`src/rtl/mem_access_seq_if.sv`:
```
`default_nettype none
// ============================================================================
// Module   : mem_access_seq_if
// Brief    : Word-aligned req/ack data-bus bundle for the MEM-stage sequencer.
// Revision : 1.0
// ============================================================================
interface mem_access_seq_if;
  logic        bus_req;
  logic        bus_we;
  logic [31:0] bus_addr;
  logic [3:0]  bus_be;
  logic [31:0] bus_wdata;
  logic        bus_ack;
  logic [31:0] bus_rdata;

  modport master (
    output bus_req, bus_we, bus_addr, bus_be, bus_wdata,
    input  bus_ack, bus_rdata
  );

  modport slave (
    input  bus_req, bus_we, bus_addr, bus_be, bus_wdata,
    output bus_ack, bus_rdata
  );
endinterface
`default_nettype wire

```
`src/rtl/mem_access_seq.sv`:
```
`default_nettype none
// ============================================================================
// Module   : mem_access_seq
// Brief    : MEM-stage load/store sequencer; splits misaligned accesses into
//            two bus words, extends load data and stalls until completion.
// Revision : 1.0
// ============================================================================
module mem_access_seq #(
  parameter int TIMEOUT = 255
) (
  input  logic              clk,
  input  logic              rst_n,
  input  logic              start,
  input  logic              memwrite,
  input  logic              memtoreg,
  input  logic [2:0]        memsize,
  input  logic [31:0]       addr,
  input  logic [31:0]       wdata,
  output logic              stall,
  output logic              done,
  output logic              fault,
  output logic [31:0]       rdata,
  mem_access_seq_if.master  bus
);

  localparam int c_CNT_W = (TIMEOUT < 2) ? 1 : $clog2(TIMEOUT + 1);

  typedef enum logic [1:0] {
    S_IDLE = 2'd0,
    S_REQ0 = 2'd1,
    S_REQ1 = 2'd2,
    S_DONE = 2'd3
  } state_t;

  state_t             r_state;
  state_t             w_next;
  logic [c_CNT_W-1:0] r_cnt;
  logic [31:0]        r_addr;
  logic [31:0]        r_wdata;
  logic [2:0]         r_size;
  logic               r_we;
  logic               r_fault;
  logic [63:0]        r_buf;

  logic        w_accept;
  logic        w_legal_ld;
  logic        w_legal_st;
  logic        w_illegal;
  logic [1:0]  w_off;
  logic [2:0]  w_nbytes;
  logic [7:0]  w_mask8;
  logic        w_cross;
  logic [63:0] w_lane;
  logic        w_tmo;
  logic [31:0] w_word;
  logic [31:0] w_ext;
  logic [31:0] w_base;

  assign w_accept = start && (memwrite || memtoreg);

  always_comb begin
    w_legal_ld = 1'b0;
    w_legal_st = 1'b0;
    case (memsize)
      3'b000, 3'b001, 3'b010: begin
        w_legal_ld = 1'b1;
        w_legal_st = 1'b1;
      end
      3'b100, 3'b101: w_legal_ld = 1'b1;
      default: ;
    endcase
  end

  assign w_illegal = (memwrite && memtoreg) || (memwrite ? !w_legal_st : !w_legal_ld);

  assign w_off = r_addr[1:0];

  always_comb begin
    case (r_size[1:0])
      2'b00:   w_nbytes = 3'd1;
      2'b01:   w_nbytes = 3'd2;
      default: w_nbytes = 3'd4;
    endcase
  end

  assign w_mask8 = ((8'd1 << w_nbytes) - 8'd1) << w_off;
  assign w_cross = ({2'b00, w_off} + {1'b0, w_nbytes}) > 4'd4;
  assign w_lane  = {32'd0, r_wdata} << {w_off, 3'b000};
  assign w_tmo   = (r_cnt == c_CNT_W'(TIMEOUT - 1));
  assign w_base  = {r_addr[31:2], 2'b00};

  // Load data sits in the two-word buffer starting at the byte offset.
  assign w_word = r_buf[{w_off, 3'b000} +: 32];

  always_comb begin
    case (r_size)
      3'b000:  w_ext = {{24{w_word[7]}}, w_word[7:0]};
      3'b001:  w_ext = {{16{w_word[15]}}, w_word[15:0]};
      3'b100:  w_ext = {24'd0, w_word[7:0]};
      3'b101:  w_ext = {16'd0, w_word[15:0]};
      default: w_ext = w_word;
    endcase
  end

  always_comb begin
    w_next        = r_state;
    stall         = 1'b0;
    done          = 1'b0;
    fault         = 1'b0;
    rdata         = 32'd0;
    bus.bus_req   = 1'b0;
    bus.bus_we    = 1'b0;
    bus.bus_addr  = 32'd0;
    bus.bus_be    = 4'd0;
    bus.bus_wdata = 32'd0;
    case (r_state)
      S_IDLE: begin
        if (w_accept) begin
          stall  = 1'b1;
          w_next = w_illegal ? S_DONE : S_REQ0;
        end
      end
      S_REQ0: begin
        stall         = 1'b1;
        bus.bus_req   = 1'b1;
        bus.bus_we    = r_we;
        bus.bus_addr  = w_base;
        bus.bus_be    = w_mask8[3:0];
        bus.bus_wdata = w_lane[31:0];
        if (bus.bus_ack) begin
          w_next = w_cross ? S_REQ1 : S_DONE;
        end else if (w_tmo) begin
          w_next = S_DONE;
        end
      end
      S_REQ1: begin
        stall         = 1'b1;
        bus.bus_req   = 1'b1;
        bus.bus_we    = r_we;
        bus.bus_addr  = w_base + 32'd4;
        bus.bus_be    = w_mask8[7:4];
        bus.bus_wdata = w_lane[63:32];
        if (bus.bus_ack || w_tmo) begin
          w_next = S_DONE;
        end
      end
      S_DONE: begin
        done   = 1'b1;
        fault  = r_fault;
        rdata  = (!r_we && !r_fault) ? w_ext : 32'd0;
        w_next = S_IDLE;
      end
      default: w_next = S_IDLE;
    endcase
  end

  always_ff @(posedge clk) begin
    if (!rst_n) begin
      r_state <= S_IDLE;
      r_cnt   <= '0;
      r_buf   <= 64'd0;
      r_addr  <= 32'd0;
      r_wdata <= 32'd0;
      r_size  <= 3'd0;
      r_we    <= 1'b0;
      r_fault <= 1'b0;
    end else begin
      r_state <= w_next;
      case (r_state)
        S_IDLE: begin
          if (w_accept) begin
            r_addr  <= addr;
            r_wdata <= wdata;
            r_size  <= memsize;
            r_we    <= memwrite;
            r_fault <= w_illegal;
            r_cnt   <= '0;
          end
        end
        S_REQ0, S_REQ1: begin
          if (bus.bus_ack) begin
            r_cnt <= '0;
            if (r_state == S_REQ0) begin
              r_buf[31:0] <= bus.bus_rdata;
            end else begin
              r_buf[63:32] <= bus.bus_rdata;
            end
          end else if (w_tmo) begin
            r_fault <= 1'b1;
            r_cnt   <= '0;
          end else begin
            r_cnt <= r_cnt + c_CNT_W'(1);
          end
        end
        default: ;
      endcase
    end
  end

endmodule
`default_nettype wire

```
`src/flat_wrapper.sv`:
```
// flat-port wrapper written by rule: the top's interface ports become plain ports
module mem_access_seq_flat 
#(
  parameter int TIMEOUT = 255
)
  (clk, rst_n, start, memwrite, memtoreg, memsize, addr, wdata, stall, done, fault, rdata, bus_bus_req, bus_bus_we, bus_bus_addr, bus_bus_be, bus_bus_wdata, bus_bus_ack, bus_bus_rdata);
  mem_access_seq_if bus_i ();
  input  logic clk;
  input  logic rst_n;
  input  logic start;
  input  logic memwrite;
  input  logic memtoreg;
  input  logic [2:0] memsize;
  input  logic [31:0] addr;
  input  logic [31:0] wdata;
  output logic stall;
  output logic done;
  output logic fault;
  output logic [31:0] rdata;
  output wire logic [$bits(bus_i.bus_req)-1:0] bus_bus_req;
  output wire logic [$bits(bus_i.bus_we)-1:0] bus_bus_we;
  output wire logic [$bits(bus_i.bus_addr)-1:0] bus_bus_addr;
  output wire logic [$bits(bus_i.bus_be)-1:0] bus_bus_be;
  output wire logic [$bits(bus_i.bus_wdata)-1:0] bus_bus_wdata;
  input wire logic [$bits(bus_i.bus_ack)-1:0] bus_bus_ack;
  input wire logic [$bits(bus_i.bus_rdata)-1:0] bus_bus_rdata;
  assign bus_bus_req = bus_i.bus_req;
  assign bus_bus_we = bus_i.bus_we;
  assign bus_bus_addr = bus_i.bus_addr;
  assign bus_bus_be = bus_i.bus_be;
  assign bus_bus_wdata = bus_i.bus_wdata;
  assign bus_i.bus_ack = bus_bus_ack;
  assign bus_i.bus_rdata = bus_bus_rdata;
  mem_access_seq #(.TIMEOUT(TIMEOUT)) u_core (.clk(clk), .rst_n(rst_n), .start(start), .memwrite(memwrite), .memtoreg(memtoreg), .memsize(memsize), .addr(addr), .wdata(wdata), .stall(stall), .done(done), .fault(fault), .rdata(rdata), .bus(bus_i));
endmodule
```
`config.mk`:
```
export PLATFORM = sky130hd
export DESIGN_NAME = mem_access_seq_flat
export DESIGN_NICKNAME = d
export VERILOG_FILES = /design/src/rtl/mem_access_seq_if.sv /design/src/rtl/mem_access_seq.sv /design/src/flat_wrapper.sv
export SDC_FILE = /design/constraint.sdc
export NUM_CORES = 1
export LEC_CHECK = 0
export ABC_AREA = 0
export CAP_MARGIN = 5
export CORE_ASPECT_RATIO = 0.75
export CORE_UTILIZATION = 54
export DETAILED_ROUTE_END_ITERATION = 16
export PLACE_DENSITY_LB_ADDON = 0.3
export SYNTH_ARGS = -nofsm -noshare
export SYNTH_HDL_FRONTEND = slang
export SYNTH_SLANG_ARGS = --single-unit
```
`constraint.sdc`:
```
create_clock -name clk -period 5.3 [get_ports clk]
set_clock_uncertainty 0.15 [all_clocks]
set_input_delay 1.06 -clock clk [delete_from_list [all_inputs] [get_ports clk]]
set_output_delay 1.06 -clock clk [all_outputs]
set_load 0.02 [all_outputs]
```
==> impl_metrics.py <==
metrics = {
    "clock_tree": {
        "postCtsHoldBufs": 0,
        "clkLatencyLatePin_ns": 0.42,
        "cts_buffers": 17,
        "cts_root_buf": "clkbuf_16",
        "htree_num_levels": 4,
        "clockBufferDepth": 2,
        "cts_sinks": 135,
        "cts_resized": 0,
        "post_cts_buffers": 0,
        "cts_tree": "yes",
        "clk_pin_slew_worst_paths_ns": 0.06,
    },
    "worst_hold_path": {
        "hold_depth": 2,
        "hold_class": "register to register",
    },
    "floorplanning": {
        "die_area_um2": 16000,
        "die_x_um": 146,
        "rows": 39,
        "ioPinCount": 210,
        "coreArea_um2": 15200,
        "die_y_um": 110,
        "start_util_pct": 55.1,
    },
    "sta": {
        "grt_setup_unrepaired": "no",
        "tns_ns": 0,
        "finalCritPeriodShare_pct": 87.2,
        "maxSlewHeadroom_pct": 17.3,
        "setup_viol": 0,
        "slew_violations": 0,
        "fmax_mhz": 216,
        "hold_viol": 0,
        "period_minus_slack_ns": 4.62,
        "worst_pin_slew_ns": 1.24,
    },
    "route": {
        "via_per_inst": 5.99,
        "drt_iter0_markers": 1008,
        "wirelength_um": 26200,
        "vias": 9160,
        "wl_per_cell_um": 17.1,
        "firstDrtPassIters": 5,
        "drc_errors": 0,
        "ant_nets": 0,
    },
    "finish": {
        "final_util_pct": 72.6,
        "layout-area-overhead-vs-synth_pct": 31.7,
        "layout.nets": 1427,
        "fin_cells": 1528,
        "drive_gt1_share_pct": 5.90,
        "n_antenna_cell": 0,
        "fill_cells": 1215,
    },
    "critical_path": {
        "required_ns": 4.09,
        "path_class": "register to output pin",
        "path_cells": "inv_1 -> ha_1 -> buf_4 -> and2_1 -> o21ai_0 -> o31ai_1 -> clkdlybuf4s50_1",
        "crit_fanout": 21,
        "crit_family": "buffers and inverters",
        "r2r_cells": 7,
        "crit_path_start_kind": "register",
        "cp.depth": 7,
        "critPathSlowestCell": "and2_1",
        "path_buf_inv": 3,
        "cp.arrival_ns": 3.41,
        "endpoint_kind": "output pin",
        "cp_slowest_stage_delay_ns": 0.75,
    },
    "placement": {
        "gp_congestion": 0.920,
        "hpwl_um": 17500,
        "dp.cells": 1496,
        "io_buffers": 207,
    },
    "grt": {
        "grt_antenna_before_repair": 0,
        "grt_overflow": 0,
        "track_usage_pct": 32.1,
        "grt_first_pass_wirelength_um": 41100,
        "grt_pass1_vias": 8155,
        "grt_max_degree": 75,
    },
    "yosys": {
        "synthArstFlopShare_pct": 0,
        "synth-edff-count": 0,
        "syn_avg_cell_area_um2": 7.16,
        "ys_types": 61,
        "synth_cells": 1171,
        "synth-seq-cells": 135,
        "ys.flop_type": "dfxtp_1",
        "ys_warn_count": 0,
        "syn_area_um2": 8390,
        "synth.yosys.seq_area_share_pct": 32.2,
    },
    "power_and_ir_drop": {
        "power_density_nw_per_um2": 364,
        "p_total_mw": 4.02,
        "p_leak_nw": 3.62,
        "ir_drop_v": 0.000232,
    },
    "status": {
        "status": "finished, final reports clean",
    },
    "flow_run": {
        "cap_violations": 0,
    },
}
==> kinds of logic after synthesis <==
family	after synthesis	synth area share, %
and+or+nand+nor	503	27.0
AOI/OAI and AO/OA	322	22.2
DFF	135	32.2
buffers and inverters	112	5.41
muxes	77	10.5
adders and majority gates	12	1.79
xor gates and xnor gates	9	0.940
other	1	0.0447
==> per-stage QoR <==
stage / hold slack, ns / setup slack (ns) / cell area, µm²
6_report: 0.303 / 0.680 / 11000
3_5_place_dp: 0.298 / 1.18 / 10400
5_1_grt: 0.319 / 0.401 / 11000
3_3_place_gp: 0.289 / 1.24 / 10400
4_1_cts: 0.305 / 0.718 / 11000
2_1_floorplan: 0.283 / 1.77 / 8390
==> cells in the mapped netlist, drive strengths merged (6+ instances only) <==
cell	number	area, µm²
nand2	314	1180
a21oi	166	831
dfxtp	135	2700
clkbuf	77	289
o21ai	58	290
mux2i	54	541
nor2	49	184
and2	29	181
nand3	28	158
buf	23	120
o22ai	18	113
mux2	16	180
nor2b	16	100
a31oi	15	93.8
o211ai	15	113
ha	12	150
inv	12	45.0
and3	11	70.1
nand4	11	68.8
nor3	9	45.0
a211oi	8	60.1
nor4	8	56.3
a32oi	7	61.3
mux4	7	158
nand2b	6	37.5
xor2	6	52.6
==> power breakdown <==
| group | switching [mW] | internal [mW] | total [mW] | leakage (nW) |
|---|---|---|---|---|
| Combinational | 0.858 | 0.528 | 1.39 | 2.23 |
| Clock | 0.449 | 0.833 | 1.28 | 0.292 |
| Sequential | 0.193 | 1.16 | 1.35 | 1.10 |
| Total | 1.50 | 2.52 | 4.02 | 3.62 |
==> cell type report <==
class | count | area [µm²] | area share [%]
Sequential cell | 135 | 2710 | 24.5
Clock buffer | 20 | 437 | 3.95
Clock inverter | 12 | 201 | 1.82
Timing Repair Buffer | 219 | 2160 | 19.6
Multi-Input combinational cell | 925 | 5240 | 47.4
Tap cell | 205 | 256 | 2.32
Inverter | 12 | 46.3 | 0.419
==> per-layer routing <==
layer	global-route usage [%]	vias to the layer above	part of all wire, %
li1	-	4374	-
met3	8.05	57	10
met2	49.6	506	43
met1	43.6	4223	44
met4	11.2	0	2.3
met5	0	-	0
==> path summary, 6_finish.rpt <==
| kind | endpoint | slack (ns) | startpoint |
|---|---|---|---|
| setup / recovery | bus_bus_addr[8] | 0.68 | u_core.r_state[1] |
| hold / removal | u_core.r_buf[4] | 0.30 | u_core.r_buf[4] |
| setup reg to reg | u_core.r_buf[1] | 2.29 | u_core.r_state[1] |
| hold reg to reg | u_core.r_buf[4] | 0.30 | u_core.r_buf[4] |
==> cell usage in the layout (no fill, tap or decap), types with 7 or more instances in the layout <==
master	instances
and3_1	10
o21ai_0	57
nor2b_1	16
a31oi_1	15
inv_1	11
buf_4	12
clkdlybuf4s50_1	207
nor3_1	9
clkbuf_16	17
nand4_1	11
a211oi_1	8
mux4_2	7
nand3_1	26
a32oi_1	7
dfxtp_1	133
o211ai_1	15
mux2i_1	54
and2_1	29
nor2_1	49
a21oi_1	166
o22ai_1	18
ha_1	12
mux2_2	16
nand2_1	314
nor4_1	7
==> sequential cells by signal, summed over array words and instances, names as in the netlist <==
signal	flops
u_core.r_buf	56
u_core.r_addr	32
u_core.r_wdata	32
u_core.r_cnt	8
u_core.r_size	3
u_core.r_state	2
u_core.r_fault	1
u_core.r_we	1
==> worst reg2reg max path, stage by stage, from the launching register on <==
cell and delay, ns:
dfxtp_1 0.40, inv_1 0.11, ha_1 0.40, buf_4 0.37, and3_1 1.06, buf_4 0.27, nand2_1 0.05, a21oi_1 0.12
Note: power is estimated with default switching activity, not from simulation.
